`src/rtl/controle_posicionamento_if.sv`:
```
// Button pulses in, ship position vectors and status out, between the
// button conditioning logic and the VGA ship renderers.
interface controle_posicionamento_if;
    logic        start;
    logic        btn_up;
    logic        btn_down;
    logic        btn_left;
    logic        btn_right;
    logic        btn_rotate;
    logic        btn_confirm;
    logic [63:0] pos_submarino;
    logic [63:0] pos_cruzador;
    logic [63:0] pos_hidroaviao;
    logic [63:0] pos_encouracado;
    logic [63:0] pos_portaavioes;
    logic [63:0] pos_cursor;
    logic [2:0]  ship_sel;
    logic        reject;
    logic        placement_done;

    // Button source / display consumer side
    modport master (
        output start, btn_up, btn_down, btn_left, btn_right, btn_rotate, btn_confirm,
        input  pos_submarino, pos_cruzador, pos_hidroaviao, pos_encouracado,
        input  pos_portaavioes, pos_cursor, ship_sel, reject, placement_done
    );

    // Placement controller side
    modport slave (
        input  start, btn_up, btn_down, btn_left, btn_right, btn_rotate, btn_confirm,
        output pos_submarino, pos_cruzador, pos_hidroaviao, pos_encouracado,
        output pos_portaavioes, pos_cursor, ship_sel, reject, placement_done
    );
endinterface

```
`src/rtl/controle_posicionamento.sv`:
```
// Placement controller for the 8x8 Batalha Naval board: walks the player through the
// five ships in fixed order (ship type == ship length), moves/rotates a candidate,
// refuses off-board moves and overlapping placements, and publishes the committed
// ships plus a preview cursor in the VGA cell-vector format.
module controle_posicionamento (
    input  logic clk,
    input  logic reset,
    controle_posicionamento_if.slave bus
);

    typedef enum logic [2:0] {StIdle, StMove, StCheck, StCommit, StDone} state_e;

    state_e      state_q, state_d;
    logic [2:0]  ship_q, ship_d;        // 1..5, also the ship length
    logic [3:0]  ax_q, ax_d;            // anchor X, 1..8
    logic [3:0]  ay_q, ay_d;            // anchor Y, 1..8
    logic        vert_q, vert_d;        // 0 = horizontal, 1 = vertical
    logic [63:0] occ_q, occ_d;          // bit (y-1)*8+(x-1) set when a cell is taken
    logic [63:0] pos_q [5];
    logic [63:0] pos_d [5];
    logic [63:0] cursor_q, cursor_d;
    logic [2:0]  ship_sel_q, ship_sel_d;
    logic        reject_q, reject_d;
    logic        done_q, done_d;

    logic [63:0] cand_vec_q;
    logic [63:0] cand_mask_q;

    // True when every cell of a ship of length len anchored at (ax,ay) lies in 1..8.
    function automatic logic ship_fits(input logic [2:0] len, input logic [3:0] ax,
                                       input logic [3:0] ay, input logic vert);
        logic [4:0] far;
        far = vert ? ({1'b0, ay} + {2'b0, len} - 5'd1) : ({1'b0, ax} + {2'b0, len} - 5'd1);
        return (ax >= 4'd1) && (ay >= 4'd1) && (ax <= 4'd8) && (ay <= 4'd8) && (far <= 5'd8);
    endfunction

    // Cell-vector encoding: type in [2:0], cell k X in [6+8k -:4], Y in [10+8k -:4].
    function automatic logic [63:0] cand_vec(input logic [2:0] len, input logic [3:0] ax,
                                             input logic [3:0] ay, input logic vert);
        logic [63:0] v;
        logic [3:0]  cx;
        logic [3:0]  cy;
        v = '0;
        v[2:0] = len;
        for (int k = 0; k < 7; k++) begin
            cx = vert ? ax : ax + 4'(k);
            cy = vert ? ay + 4'(k) : ay;
            if (3'(k) < len) begin
                v[6 + 8*k -: 4]  = cx;
                v[10 + 8*k -: 4] = cy;
            end
        end
        return v;
    endfunction

    // Occupancy-map footprint of the candidate; only meaningful for on-board ships.
    function automatic logic [63:0] cand_mask(input logic [2:0] len, input logic [3:0] ax,
                                              input logic [3:0] ay, input logic vert);
        logic [63:0] m;
        logic [3:0]  cx;
        logic [3:0]  cy;
        logic [5:0]  idx;
        m = '0;
        for (int k = 0; k < 5; k++) begin
            cx  = vert ? ax : ax + 4'(k);
            cy  = vert ? ay + 4'(k) : ay;
            idx = {3'(cy - 4'd1), 3'(cx - 4'd1)};
            if (3'(k) < len) begin
                m[idx] = 1'b1;
            end
        end
        return m;
    endfunction

    // Current candidate, shared by the overlap check and the commit write.
    always_comb begin
        cand_vec_q  = cand_vec(ship_q, ax_q, ay_q, vert_q);
        cand_mask_q = cand_mask(ship_q, ax_q, ay_q, vert_q);
    end

    // State register plus placement datapath and registered outputs.
    always_ff @(posedge clk) begin
        if (reset) begin
            state_q    <= StIdle;
            ship_q     <= 3'd0;
            ax_q       <= 4'd1;
            ay_q       <= 4'd1;
            vert_q     <= 1'b0;
            occ_q      <= '0;
            for (int i = 0; i < 5; i++) begin
                pos_q[i] <= '0;
            end
            cursor_q   <= '0;
            ship_sel_q <= 3'd0;
            reject_q   <= 1'b0;
            done_q     <= 1'b0;
        end else begin
            state_q    <= state_d;
            ship_q     <= ship_d;
            ax_q       <= ax_d;
            ay_q       <= ay_d;
            vert_q     <= vert_d;
            occ_q      <= occ_d;
            for (int i = 0; i < 5; i++) begin
                pos_q[i] <= pos_d[i];
            end
            cursor_q   <= cursor_d;
            ship_sel_q <= ship_sel_d;
            reject_q   <= reject_d;
            done_q     <= done_d;
        end
    end

    // Next-state and datapath: one button action per cycle, confirm highest priority.
    always_comb begin
        state_d  = state_q;
        ship_d   = ship_q;
        ax_d     = ax_q;
        ay_d     = ay_q;
        vert_d   = vert_q;
        occ_d    = occ_q;
        reject_d = 1'b0;
        for (int i = 0; i < 5; i++) begin
            pos_d[i] = pos_q[i];
        end

        unique case (state_q)
            StIdle: begin
                if (bus.start) begin
                    state_d = StMove;
                    ship_d  = 3'd1;
                    ax_d    = 4'd1;
                    ay_d    = 4'd1;
                    vert_d  = 1'b0;
                end
            end
            StMove: begin
                if (bus.btn_confirm) begin
                    state_d = StCheck;
                end else if (bus.btn_rotate) begin
                    if (ship_fits(ship_q, ax_q, ay_q, ~vert_q)) vert_d = ~vert_q;
                end else if (bus.btn_up) begin
                    if (ship_fits(ship_q, ax_q, ay_q + 4'd1, vert_q)) ay_d = ay_q + 4'd1;
                end else if (bus.btn_down) begin
                    if (ship_fits(ship_q, ax_q, ay_q - 4'd1, vert_q)) ay_d = ay_q - 4'd1;
                end else if (bus.btn_left) begin
                    if (ship_fits(ship_q, ax_q - 4'd1, ay_q, vert_q)) ax_d = ax_q - 4'd1;
                end else if (bus.btn_right) begin
                    if (ship_fits(ship_q, ax_q + 4'd1, ay_q, vert_q)) ax_d = ax_q + 4'd1;
                end
            end
            StCheck: begin
                if (|(cand_mask_q & occ_q)) begin
                    reject_d = 1'b1;
                    state_d  = StMove;
                end else begin
                    state_d = StCommit;
                end
            end
            StCommit: begin
                for (int i = 0; i < 5; i++) begin
                    if (ship_q == 3'(i + 1)) pos_d[i] = cand_vec_q;
                end
                occ_d = occ_q | cand_mask_q;
                if (ship_q == 3'd5) begin
                    state_d = StDone;
                end else begin
                    state_d = StMove;
                    ship_d  = ship_q + 3'd1;
                    ax_d    = 4'd1;
                    ay_d    = 4'd1;
                    vert_d  = 1'b0;
                end
            end
            StDone: begin
                state_d = StDone;
            end
            default: begin
                state_d = StIdle;
            end
        endcase
    end

    // Output decode from the next state so the registered outputs track it without lag.
    always_comb begin
        cursor_d   = '0;
        ship_sel_d = 3'd0;
        done_d     = 1'b0;
        unique case (state_d)
            StMove, StCheck, StCommit: begin
                cursor_d   = cand_vec(ship_d, ax_d, ay_d, vert_d);
                ship_sel_d = ship_d;
            end
            StDone: begin
                done_d = 1'b1;
            end
            default: begin
            end
        endcase
    end

    assign bus.pos_submarino   = pos_q[0];
    assign bus.pos_cruzador    = pos_q[1];
    assign bus.pos_hidroaviao  = pos_q[2];
    assign bus.pos_encouracado = pos_q[3];
    assign bus.pos_portaavioes = pos_q[4];
    assign bus.pos_cursor      = cursor_q;
    assign bus.ship_sel        = ship_sel_q;
    assign bus.reject          = reject_q;
    assign bus.placement_done  = done_q;

endmodule

```
`src/flat_wrapper.sv`:
```
// flat-port wrapper written by rule: the top's interface ports become plain ports
module controle_posicionamento_flat 
  (clk, reset, bus_start, bus_btn_up, bus_btn_down, bus_btn_left, bus_btn_right, bus_btn_rotate, bus_btn_confirm, bus_pos_submarino, bus_pos_cruzador, bus_pos_hidroaviao, bus_pos_encouracado, bus_pos_portaavioes, bus_pos_cursor, bus_ship_sel, bus_reject, bus_placement_done);
  controle_posicionamento_if bus_i ();
  input  logic clk;
  input  logic reset;
  input wire logic [$bits(bus_i.start)-1:0] bus_start;
  input wire logic [$bits(bus_i.btn_up)-1:0] bus_btn_up;
  input wire logic [$bits(bus_i.btn_down)-1:0] bus_btn_down;
  input wire logic [$bits(bus_i.btn_left)-1:0] bus_btn_left;
  input wire logic [$bits(bus_i.btn_right)-1:0] bus_btn_right;
  input wire logic [$bits(bus_i.btn_rotate)-1:0] bus_btn_rotate;
  input wire logic [$bits(bus_i.btn_confirm)-1:0] bus_btn_confirm;
  output wire logic [$bits(bus_i.pos_submarino)-1:0] bus_pos_submarino;
  output wire logic [$bits(bus_i.pos_cruzador)-1:0] bus_pos_cruzador;
  output wire logic [$bits(bus_i.pos_hidroaviao)-1:0] bus_pos_hidroaviao;
  output wire logic [$bits(bus_i.pos_encouracado)-1:0] bus_pos_encouracado;
  output wire logic [$bits(bus_i.pos_portaavioes)-1:0] bus_pos_portaavioes;
  output wire logic [$bits(bus_i.pos_cursor)-1:0] bus_pos_cursor;
  output wire logic [$bits(bus_i.ship_sel)-1:0] bus_ship_sel;
  output wire logic [$bits(bus_i.reject)-1:0] bus_reject;
  output wire logic [$bits(bus_i.placement_done)-1:0] bus_placement_done;
  assign bus_i.start = bus_start;
  assign bus_i.btn_up = bus_btn_up;
  assign bus_i.btn_down = bus_btn_down;
  assign bus_i.btn_left = bus_btn_left;
  assign bus_i.btn_right = bus_btn_right;
  assign bus_i.btn_rotate = bus_btn_rotate;
  assign bus_i.btn_confirm = bus_btn_confirm;
  assign bus_pos_submarino = bus_i.pos_submarino;
  assign bus_pos_cruzador = bus_i.pos_cruzador;
  assign bus_pos_hidroaviao = bus_i.pos_hidroaviao;
  assign bus_pos_encouracado = bus_i.pos_encouracado;
  assign bus_pos_portaavioes = bus_i.pos_portaavioes;
  assign bus_pos_cursor = bus_i.pos_cursor;
  assign bus_ship_sel = bus_i.ship_sel;
  assign bus_reject = bus_i.reject;
  assign bus_placement_done = bus_i.placement_done;
  controle_posicionamento u_core (.clk(clk), .reset(reset), .bus(bus_i));
endmodule
```
`config.mk`:
```
export PLATFORM = sky130hd
export DESIGN_NAME = controle_posicionamento_flat
export DESIGN_NICKNAME = d
export VERILOG_FILES = /design/src/rtl/controle_posicionamento_if.sv /design/src/rtl/controle_posicionamento.sv /design/src/flat_wrapper.sv
export SDC_FILE = /design/constraint.sdc
export NUM_CORES = 1
export LEC_CHECK = 0
export ABC_CLOCK_PERIOD_IN_PS = 13580
export CAP_MARGIN = 40
export CORE_MARGIN = 1
export CORE_UTILIZATION = 56
export CTS_CLUSTER_SIZE = 25
export DETAILED_ROUTE_END_ITERATION = 6
export MAX_ROUTING_LAYER = met4
export PLACE_DENSITY = 0.86
export SLEW_MARGIN = 40
export SYNTH_ARGS = -nofsm -noshare
export SYNTH_HDL_FRONTEND = slang
export SYNTH_SLANG_ARGS = --single-unit
```
`constraint.sdc`:
```
create_clock -name clk -period 13.58 [get_ports clk]
set_clock_uncertainty 0.2 [all_clocks]
set_input_delay 2.716 -clock clk [delete_from_list [all_inputs] [get_ports clk]]
set_output_delay 2.716 -clock clk [all_outputs]
set_load 0.005 [all_outputs]
```
# Yosys cells after proc, flatten, opt, wreduce, memory -nomap -nowiden
# Memory sizes are Yosys's and may differ from the RTL's.
# Index checks and enable logic that the tools add are counted.
dict set report word_totals {
  word_cells 278
  output_inout_bits 389
  mem_bits_rw 320
  input_bits 9
  ff_bits 145
  n_memories 1
}
# memory words word_bits rd rd_clocked_by_memory_dff wr line
set memory_table {}
lappend memory_table {u_core.pos_q 5 64 5 0 5 controle_posicionamento.sv:19} ;# logic [63:0] pos_q [5];
dict set report classes {
  n_addsub 47
  magnitude_cmp 41
  eq_ne 13
  mux 101
  bitwise_logic 21
  n_reduce_logical 37
}
# cell count
set op_table {}
lappend op_table {{two-way mux 64 bit} 15}
lappend op_table {{two-way mux 320 bit} 1}
lappend op_table {{OR 64 bit} 5}
lappend op_table {{two-way mux 4 bit} 42}
lappend op_table {{AND 64 bit} 1}
lappend op_table {{OR reduction 64 bit} 1}
lappend op_table {{two-way mux 8 bit} 7}
lappend op_table {{adder 4 x 3 -> 4 bit (second input constant)} 12}
lappend op_table {{< comparator 6 x 7 -> 1 bit (second input constant)} 5}
lappend op_table {{adder 4 x 2 -> 4 bit (second input constant)} 8}
lappend op_table {{adder 4 x 3 -> 5 bit} 6}
lappend op_table {{demux 1 bit (select 6 bit)} 5}
lappend op_table {{greater-or-equal comparator 6 x 1 -> 1 bit (second input constant)} 5}
lappend op_table {{subtractor 5 x 1 -> 5 bit (second input constant)} 6}
lappend op_table {{<= comparator 5 x 4 -> 1 bit (second input constant)} 5}
lappend op_table {{logical AND 1 bit} 25}
lappend op_table {{two-way mux 5 bit} 5}
lappend op_table {{greater-or-equal comparator 4 x 1 -> 1 bit (second input constant)} 6}
lappend op_table {{<= comparator 4 bit (second input constant)} 6}
lappend op_table {{one-hot mux 4 bit (3 select lines)} 2}
lappend op_table {{OR reduction 3 bit} 8}
lappend op_table {{subtractor 3 x 1 -> 3 bit (second input constant)} 8}
lappend op_table {{== test 3 x 2 -> 1 bit (second input constant)} 6}
lappend op_table {{< comparator 3 bit (first input constant)} 6}
lappend op_table {{17 further kinds} 64}

# Depth between registers and ports, before layout
# Gate-level depths: netlist of run 1.
dict set report logic_depth {
  ltp_word 23
  mapped_depth 24
  mapped_depth_nobuf 20
}

# Worst setup path before layout of run 1
# Ideal clock, no wire load.
dict set report synth_timing {
  path_type {input to register}
  from {in bus_btn_left}
  to {reg u_core.cursor_q[30] (netlist: u_core.bus.pos_cursor[30])}
  cell_stages 13
  t_arrival_ns 5.066
  path_slack_ns 8.190
  cell_sequence {nand3b_1 > a2111o_1 > a21oi_1 > a22oi_1 > o31ai_1 > and2_1 > buf_2 > inv_1 > ha_1 > a2111oi_0 > nor2_1 > xnor2_1 > nor2_1}
}
dict set report synth_via {
  elab_chain_cells 8
}
# element line
set synth_rtl {}
lappend synth_rtl {{start: declaration} flat_wrapper.sv:10} ;# input wire logic [$bits(bus_i.btn_left)-1:0] bus_btn_left;
lappend synth_rtl {{two-way mux 4 bit} controle_posicionamento.sv:146} ;# end else if (bus.btn_left) begin
lappend synth_rtl {{two-way mux 4 bit} controle_posicionamento.sv:144} ;# end else if (bus.btn_down) begin
lappend synth_rtl {{two-way mux 4 bit} controle_posicionamento.sv:142} ;# end else if (bus.btn_up) begin
lappend synth_rtl {{two-way mux 4 bit} controle_posicionamento.sv:140} ;# end else if (bus.btn_rotate) begin
lappend synth_rtl {{two-way mux 4 bit} controle_posicionamento.sv:138} ;# if (bus.btn_confirm) begin
lappend synth_rtl {{one-hot mux 4 bit (3 select lines)} controle_posicionamento.sv:127} ;# unique case (state_q)
lappend synth_rtl {{via u_core.ax_d[2]} controle_posicionamento.sv:15} ;# logic [3:0] ax_q, ax_d;
lappend synth_rtl {{adder 4 x 2 -> 4 bit} controle_posicionamento.sv:46} ;# cx = vert ? ax : ax + 4'(k);
lappend synth_rtl {{two-way mux 4 bit} controle_posicionamento.sv:46}
lappend synth_rtl {{end signal: assignment} controle_posicionamento.sv:107} ;# cursor_q <= cursor_d;
lappend synth_rtl {{end: declaration} controle_posicionamento.sv:21} ;# logic [63:0] cursor_q, cursor_d;
# The timed path passes the listed nets, and every way through them passes these cells.
# A chain may end at the register's enable or synchronous reset.

# Final worst setup path of run 1
dict set report layout_timing {
  from {reg u_core.ax_q[1]}
  to {reg u_core.cursor_q[30] (netlist: u_core.bus.pos_cursor[30])}
}
dict set report layout_via {
  elab_cells_between_ends 104
  classes_between {add/sub (16); order compare (19); eq/ne (3); mux (40); bitwise (6); reduce/logical (20)}
}
# element line
set layout_rtl {}
lappend layout_rtl {{start: declaration} controle_posicionamento.sv:15}
lappend layout_rtl {{start signal: assignment} controle_posicionamento.sv:86} ;# ax_q <= 4'd1;
lappend layout_rtl {{start signal: assignment} controle_posicionamento.sv:100} ;# ax_q <= ax_d;
lappend layout_rtl {{adder 4 x 1 -> 4 bit} controle_posicionamento.sv:149} ;# if (ship_fits(ship_q, ax_q + 4'd1, ay_q, vert_q)) ax_d = ax_q + 4'd1;
lappend layout_rtl {{adder 4 x 3 -> 5 bit or greater-or-equal comparator 4 x 1 -> 1 bit (tied branches)} {controle_posicionamento.sv:33, controle_posicionamento.sv:34}}
lappend layout_rtl {{subtractor 5 x 1 -> 5 bit or logical AND 1 bit (tied branches)} {controle_posicionamento.sv:33, controle_posicionamento.sv:34}}
lappend layout_rtl {{two-way mux 5 bit or logical AND 1 bit (tied branches)} {controle_posicionamento.sv:33, controle_posicionamento.sv:34}}
lappend layout_rtl {{<= comparator 5 x 4 -> 1 bit or logical AND 1 bit (tied branches)} controle_posicionamento.sv:34} ;# return (ax >= 4'd1) && (ay >= 4'd1) && (ax <= 4'd8) && (ay <= 4'd8) && (far <= 5'd8);
lappend layout_rtl {{logical AND 1 bit} controle_posicionamento.sv:34}
lappend layout_rtl {{two-way mux 4 bit} controle_posicionamento.sv:149}
lappend layout_rtl {{two-way mux 4 bit} controle_posicionamento.sv:148} ;# end else if (bus.btn_right) begin
lappend layout_rtl {{two-way mux 4 bit (*)} controle_posicionamento.sv:146}
lappend layout_rtl {{two-way mux 4 bit (*)} controle_posicionamento.sv:144}
lappend layout_rtl {{two-way mux 4 bit (*)} controle_posicionamento.sv:142}
lappend layout_rtl {{two-way mux 4 bit (*)} controle_posicionamento.sv:140}
lappend layout_rtl {{two-way mux 4 bit (*)} controle_posicionamento.sv:138}
lappend layout_rtl {{one-hot mux 4 bit (3 select lines) (*)} controle_posicionamento.sv:127}
lappend layout_rtl {{via u_core.ax_d[2]} controle_posicionamento.sv:15}
lappend layout_rtl {{adder 4 x 2 -> 4 bit (*)} controle_posicionamento.sv:46}
lappend layout_rtl {{two-way mux 4 bit (*)} controle_posicionamento.sv:46}
# The timed path passes the listed nets; every way through them passes the cells marked *.

==> results_dict.tcl, run 1 <==
set metrics [dict create \
    ant_nets 0 \
    cp.required_ns 13.84 \
    fin_hold_ws_ns 0.246 \
    syn_avg_cell_area_um2 8.35 \
    crit_type "reg -> reg" \
    area_delta_synth_final_pct 27.4 \
    grt_use_total_pct 40.0 \
    io_pins 398 \
    worstSetupEndpointType "register" \
    grt_max_degree 89 \
    core_um2 34800 \
    cts_buffer_depth 3 \
    synthFlopType "dfxtp_1" \
    relSlewSlack_pct 39.8 \
    vias_per_cell 6.15 \
    mostFrequentLayoutCells "dfxtp_1, clkdlybuf4s50_1, nand2_1" \
    io_buffer_count 367 \
    gr-total-overflow 0 \
    synth_edf_count 0 \
    slowest_delay_ns 0.78 \
    first_global_vias 18600 \
    p_leak_uw 0.00934 \
    die-width_um 191 \
    clock_sinks 435 \
    cpMaxStageDelayCell "dfxtp_1" \
    rsz0062_at_grt "no" \
    vias 19600 \
    place_congestion 1.02 \
    grt_pass1_wl_mm 108 \
    drcViolationCount 0 \
    setup_viol 0 \
    postCtsHoldBufs 0 \
    postSynth.asyncResetShare_pct 0 \
    worst_pin_slew_ns 0.902 \
    die_h_um 191 \
    dr.pass1.iters 7 \
    drtIter0Drc 2198 \
    htreeDepth 2 \
    worst-endpoint-arrival_ns 6.74 \
    synthCells 2393 \
    timing.fmax_mhz 154 \
    start_util_pct 57.4 \
    wl_per_cell_um 23.1 \
    drv_cap 0 \
    min-delay-start "u_core.occ_q[45]" \
    period_minus_slack_ns 6.48 \
    hold_path.class "reg -> reg" \
    cts_inserted_buffers 43 \
    drive_gt1_share_pct 6.98 \
    r2r_start "u_core.ax_q[1]" \
    antenna_found_initial 0 \
    ys_seq_area_share_pct 43.6 \
    hpwl_mm 52.0 \
    final_common_cell "dfxtp_1" \
    clk_latency_ns 0.58 \
    cts_setup_buffers 0 \
    clkTransAtPathRegs_ns 0.07 \
    syn-cell-area_um2 20000 \
    cpMostUsedCell "nor2_1" \
    slew_violations 0 \
    cp_cell_sequence "inv_1 -> ha_1 -> xnor2_1 -> nand2_1 -> nand2_1 -> fa_1 -> or3_1 -> a221oi_1 -> a31oi_1 -> nor2_1 -> a22oi_1 -> o31ai_1 -> and2_1 -> inv_1 -> ha_1 -> a2111oi_0 -> nor2_1 -> xnor2_1 -> nor2_1" \
    outcome "finished, final reports clean" \
    floorplan.die_area_um2 36500 \
    cp-start-kind "register" \
    critPathMaxFanout 14 \
    fin_nets 2793 \
    num_rows 68 \
    wl_mm 73.7 \
    ir_worst_vdd_uv 131 \
    cts_resized 0 \
    critical_path.startpoint "u_core.ax_q[1]" \
    tritoncts "yes" \
    power.density_nw_per_um2 106 \
    ys_types 84 \
    period_share_pct 47.7 \
    yosysWarnings 0 \
    hold_viol_final 0 \
    synth_seq_cells 435 \
    clockRootBuffer "clkbuf_16" \
    tns_ns 0 \
]
-- sequential cells by signal (all words and copies together), names as in the netlist --
register                   flops
u_core.bus.placement_done      1
u_core.ay_q                    4
u_core.ship_q                  3
u_core.ax_q                    4
u_core.pos_q                 295
u_core.state_q                 3
u_core.vert_q                  1
u_core.bus.pos_cursor         59
u_core.bus.reject              1
u_core.occ_q                  64
-- worst paths after layout --
kind / depth (start not counted) / slack, ns / endpoint
max: 19 / 7.10 / u_core.bus.pos_cursor[30]
min: 2 / 0.25 / u_core.occ_q[45]
max reg2reg: 19 / 7.10 / u_core.bus.pos_cursor[30]
min reg2reg: 2 / 0.25 / u_core.occ_q[45]
-- worst max-delay path: cells and delay by family, from the launching register on --
kind	cells	cell delay, ns
XOR/XNOR	2	0.76
buffers and inverters	2	0.53
AND/OR/NAND/NOR	7	1.61
flip-flops	1	0.78
adder cells (fa/ha/maj)	3	1.20
AO/OA/AOI/OAI	5	1.29
-- metal layers --
| layer | global-route usage, % | vias up | routed length, um |
|---|---|---|---|
| met5 | - | - | 0 |
| met4 | 23.8 | 0 | 4330 |
| met3 | 8.54 | 251 | 7420 |
| met2 | 62.1 | 1277 | 33900 |
| met1 | 47.6 | 9337 | 28100 |
| li1 | - | 8762 | - |
-- metrics by stage --
step | setup WS, ns | util (%) | total power [uW] | std cells | area [um^2]
floorplan | 8.19 | - | 1410 | 2422 | 20100
global placement | 7.30 | 68.5 | 1450 | 3113 | 23800
detailed placement | 7.20 | 68.7 | 1450 | 3113 | 23900
CTS | 7.18 | 73.1 | 2710 | 3192 | 25400
global route | 6.68 | 73.2 | 2780 | 3192 | 25500
finish | 7.10 | 73.2 | 2710 | 3193 | 25500
-- where the power goes --
| part | internal (uW) | switching (uW) |
|---|---|---|
| clock network | 762 | 523 |
| logic | 41.4 | 103 |
| registers | 1280 | 4.86 |
-- synthesized netlist by cell type, drive strengths merged (26+ instances only) --
cell / n / area [um^2]
inv: 57 / 214
o21ai: 61 / 305
nor2: 299 / 1130
a22oi: 47 / 353
nand3: 35 / 175
xnor2: 57 / 507
and2: 144 / 901
nand2: 339 / 1270
ha: 75 / 938
nor3: 55 / 285
o211ai: 40 / 300
clkbuf: 105 / 394
o22ai: 30 / 194
a21oi: 251 / 1260
dfxtp: 435 / 8710
buf: 72 / 465
nand4: 26 / 163
-- cell type report --
type / count / area, um^2
antenna: 1 / 2.50
clock buffer: 58 / 1270
clock inverter: 21 / 268
fill: 2444 / 9320
inverter: 59 / 221
multi-input combinational: 1751 / 10400
sequential: 435 / 8710
tap: 455 / 569
timing repair buffer: 413 / 4030
-- cell families after synthesis --
| kind of cell | count (synthesis) | share of synthesized area, % |
|---|---|---|
| AOI/OAI and AO/OA | 565 | 18.0 |
| other | 1 | 0.0188 |
| buffers and inverters | 236 | 5.41 |
| and+or+nand+nor | 979 | 22.3 |
| DFF | 435 | 43.6 |
| xor gates and xnor gates | 87 | 4.86 |
| adders and majority gates | 81 | 5.30 |
| muxes | 9 | 0.595 |
Power figures use the tool's default switching activity.
==> inputs of run 2 (changes only) <==
ABC_CLOCK_PERIOD_IN_PS = 6300   (was 13580)
CORE_UTILIZATION = 52   (was 56)
PLACE_DENSITY = 0.8   (was 0.86)
clock period = 6.3 ns   (was 13.58 ns; I/O delays follow)
==> results_dict.tcl, run 2 (same netlist as run 1, synthesis figures left out) <==
set metrics [dict create \
    core_um2 37800 \
    setup_viol 0 \
    drtIter0Drc 1987 \
    worstSetupEndpointType "register" \
    drcViolationCount 1 \
    io_buffer_count 367 \
    slew_violations 0 \
    cell_internal_pwr_uw 4510 \
    die_h_um 198 \
    cts_resized 0 \
    area_delta_synth_final_pct 29.1 \
    min-delay-start "u_core.occ_q[49]" \
    ir_worst_vdd_uv 215 \
    postCtsHoldBufs 0 \
    largest_register "u_core.pos_q" \
    swShare_pct 23.4 \
    drive_gt1_share_pct 7.94 \
    hpwl_mm 54.0 \
    gr-total-overflow 0 \
    seqPwrFrac_pct 46.9 \
    p_sw_uw 1380 \
    antenna_found_initial 1 \
    rr_worst_depth 21 \
    hold_viol_final 0 \
    cpMaxStageDelayCell "and2_1" \
    clkTransAtPathRegs_ns 0.07 \
    grt_max_degree 97 \
    tritoncts "yes" \
    cp-start-kind "register" \
    hold_path.class "reg -> reg" \
    holdPathEnd "u_core.occ_q[49]" \
    r2r_end "u_core.bus.pos_cursor[30]" \
    clock_sinks 435 \
    start_util_pct 52.9 \
    cts_setup_buffers 0 \
    cp.required_ns 6.57 \
    violations "DRC" \
    relSlewSlack_pct 38.4 \
    htreeDepth 2 \
    slowest_delay_ns 0.48 \
    outcome "complete, but fails checks" \
    vias_per_cell 5.96 \
    critPathMaxFanout 19 \
    wl_mm 76.2 \
    fin_nets 2812 \
    clockRootBuffer "clkbuf_16" \
    io_pins 398 \
    cp_cell_sequence "inv_1 -> ha_1 -> buf_4 -> inv_2 -> ha_1 -> inv_1 -> ha_1 -> fa_1 -> nor3_1 -> nor3_1 -> a2111o_1 -> a21oi_1 -> a22oi_1 -> o31ai_1 -> and2_1 -> inv_1 -> ha_1 -> a2111oi_0 -> nor2_1 -> xnor2_1 -> nor2_1" \
    floorplan.die_area_um2 39200 \
    ant_nets 0 \
    timing.fmax_mhz 182 \
    r2r_start "u_core.ax_q[1]" \
    place_congestion 1.02 \
    combPwrFrac_pct 5.7 \
    p_leak_uw 0.00945 \
    period_minus_slack_ns 5.49 \
    wl_per_cell_um 23.3 \
    die-width_um 198 \
    clk_latency_ns 0.59 \
    rsz0062_at_grt "no" \
    worst-endpoint-arrival_ns 5.76 \
    fin_hold_ws_ns 0.245 \
    grt_use_total_pct 39.1 \
    reg2reg_slack_ns 0.81 \
    hold_depth 2 \
    cpMostUsedCell "ha_1" \
    drv_cap 0 \
    worst_pin_slew_ns 0.916 \
    cts_inserted_buffers 44 \
    largest_reg_flops 295 \
    dr.pass1.iters 7 \
    final_common_cell "dfxtp_1" \
    mostFrequentLayoutCells "dfxtp_1, clkdlybuf4s50_1, nand2_1" \
    grt_pass1_wl_mm 113 \
    num_rows 71 \
    critical_path.startpoint "u_core.ax_q[1]" \
    first_global_vias 18500 \
    period_share_pct 87.2 \
    vias 19500 \
    tns_ns 0 \
    crit_type "reg -> reg" \
    cts_buffer_depth 3 \
    power.density_nw_per_um2 228 \
    clock_power_share_pct 47.4 \
]
run 2: cell types whose count changed in the layout (fill, tap and decap cells not counted), sizes merged:
| cell | change |
|---|---|
| buf | +18 |
| clkbuf | +5 |
| clkinv | -4 |
| bufinv | +1 |
run 2: how the worst max path moves through the flow:
stage,cells after the start,slack (ns),end
floorplan,23,0.93,u_core.bus.pos_cursor[30]
global placement,18,1.13,u_core.bus.pos_cursor[30]
detailed placement,19,0.92,u_core.bus.pos_cursor[30]
CTS,19,0.94,u_core.bus.pos_cursor[30]
global route,19,0.38,u_core.bus.pos_cursor[30]
finish,21,0.81,u_core.bus.pos_cursor[30]
run 2: layout make-up:
class | instances | area, um^2
diodes | 1 | 2.50
clock buffers | 63 | 1260
clock inverters | 18 | 283
fillers | 2960 | 11900
inverters | 59 | 221
multi-input cells | 1751 | 10500
flip-flops and latches | 435 | 8710
well taps | 511 | 639
repair buffers | 431 | 4160
run 2: worst max-delay path: cells and delay by family, from the launching register on:
family,cells,cell delay [ns]
compound gates,5,1.39
simple gates,5,0.89
buf+inv,5,0.98
xor+xnor,1,0.14
flops,1,0.32
fa+ha+maj,5,1.48
run 2: per-stage QoR:
step | instances | total power, uW | setup WS, ns | util [%] | instance area, um^2
floorplan | 2422 | 3040 | 0.932 | - | 20100
global placement | 3186 | 3130 | 1.13 | 63.8 | 24100
CTS | 3268 | 5880 | 0.942 | 68.3 | 25800
finish | 3269 | 5880 | 0.806 | 68.4 | 25800
global route | 3269 | 6020 | 0.384 | 68.4 | 25800
detailed placement | 3187 | 3140 | 0.924 | 64.2 | 24300
run 2: power groups by stage:
stage / sequential (uW) / clock (uW) / combinational (uW)
final: 2760 / 2790 / 333
after detailed placement: 2820 / 0 / 319
after CTS: 2760 / 2800 / 321
after global placement: 2820 / 0 / 311
after global routing: 2760 / 2910 / 354
after floorplan: 2820 / 0 / 221
run 2: routing by layer:
| layer | share of wire (%) | routed length (um) | up-vias | global-route usage, % |
|---|---|---|---|---|
| li1 | - | - | 8789 | - |
| met1 | 40 | 30400 | 9259 | 49.2 |
| met2 | 45 | 34500 | 1219 | 60.5 |
| met3 | 9.8 | 7480 | 231 | 7.26 |
| met4 | 5.0 | 3800 | 0 | 18.9 |
| met5 | 0 | 0 | - | - |
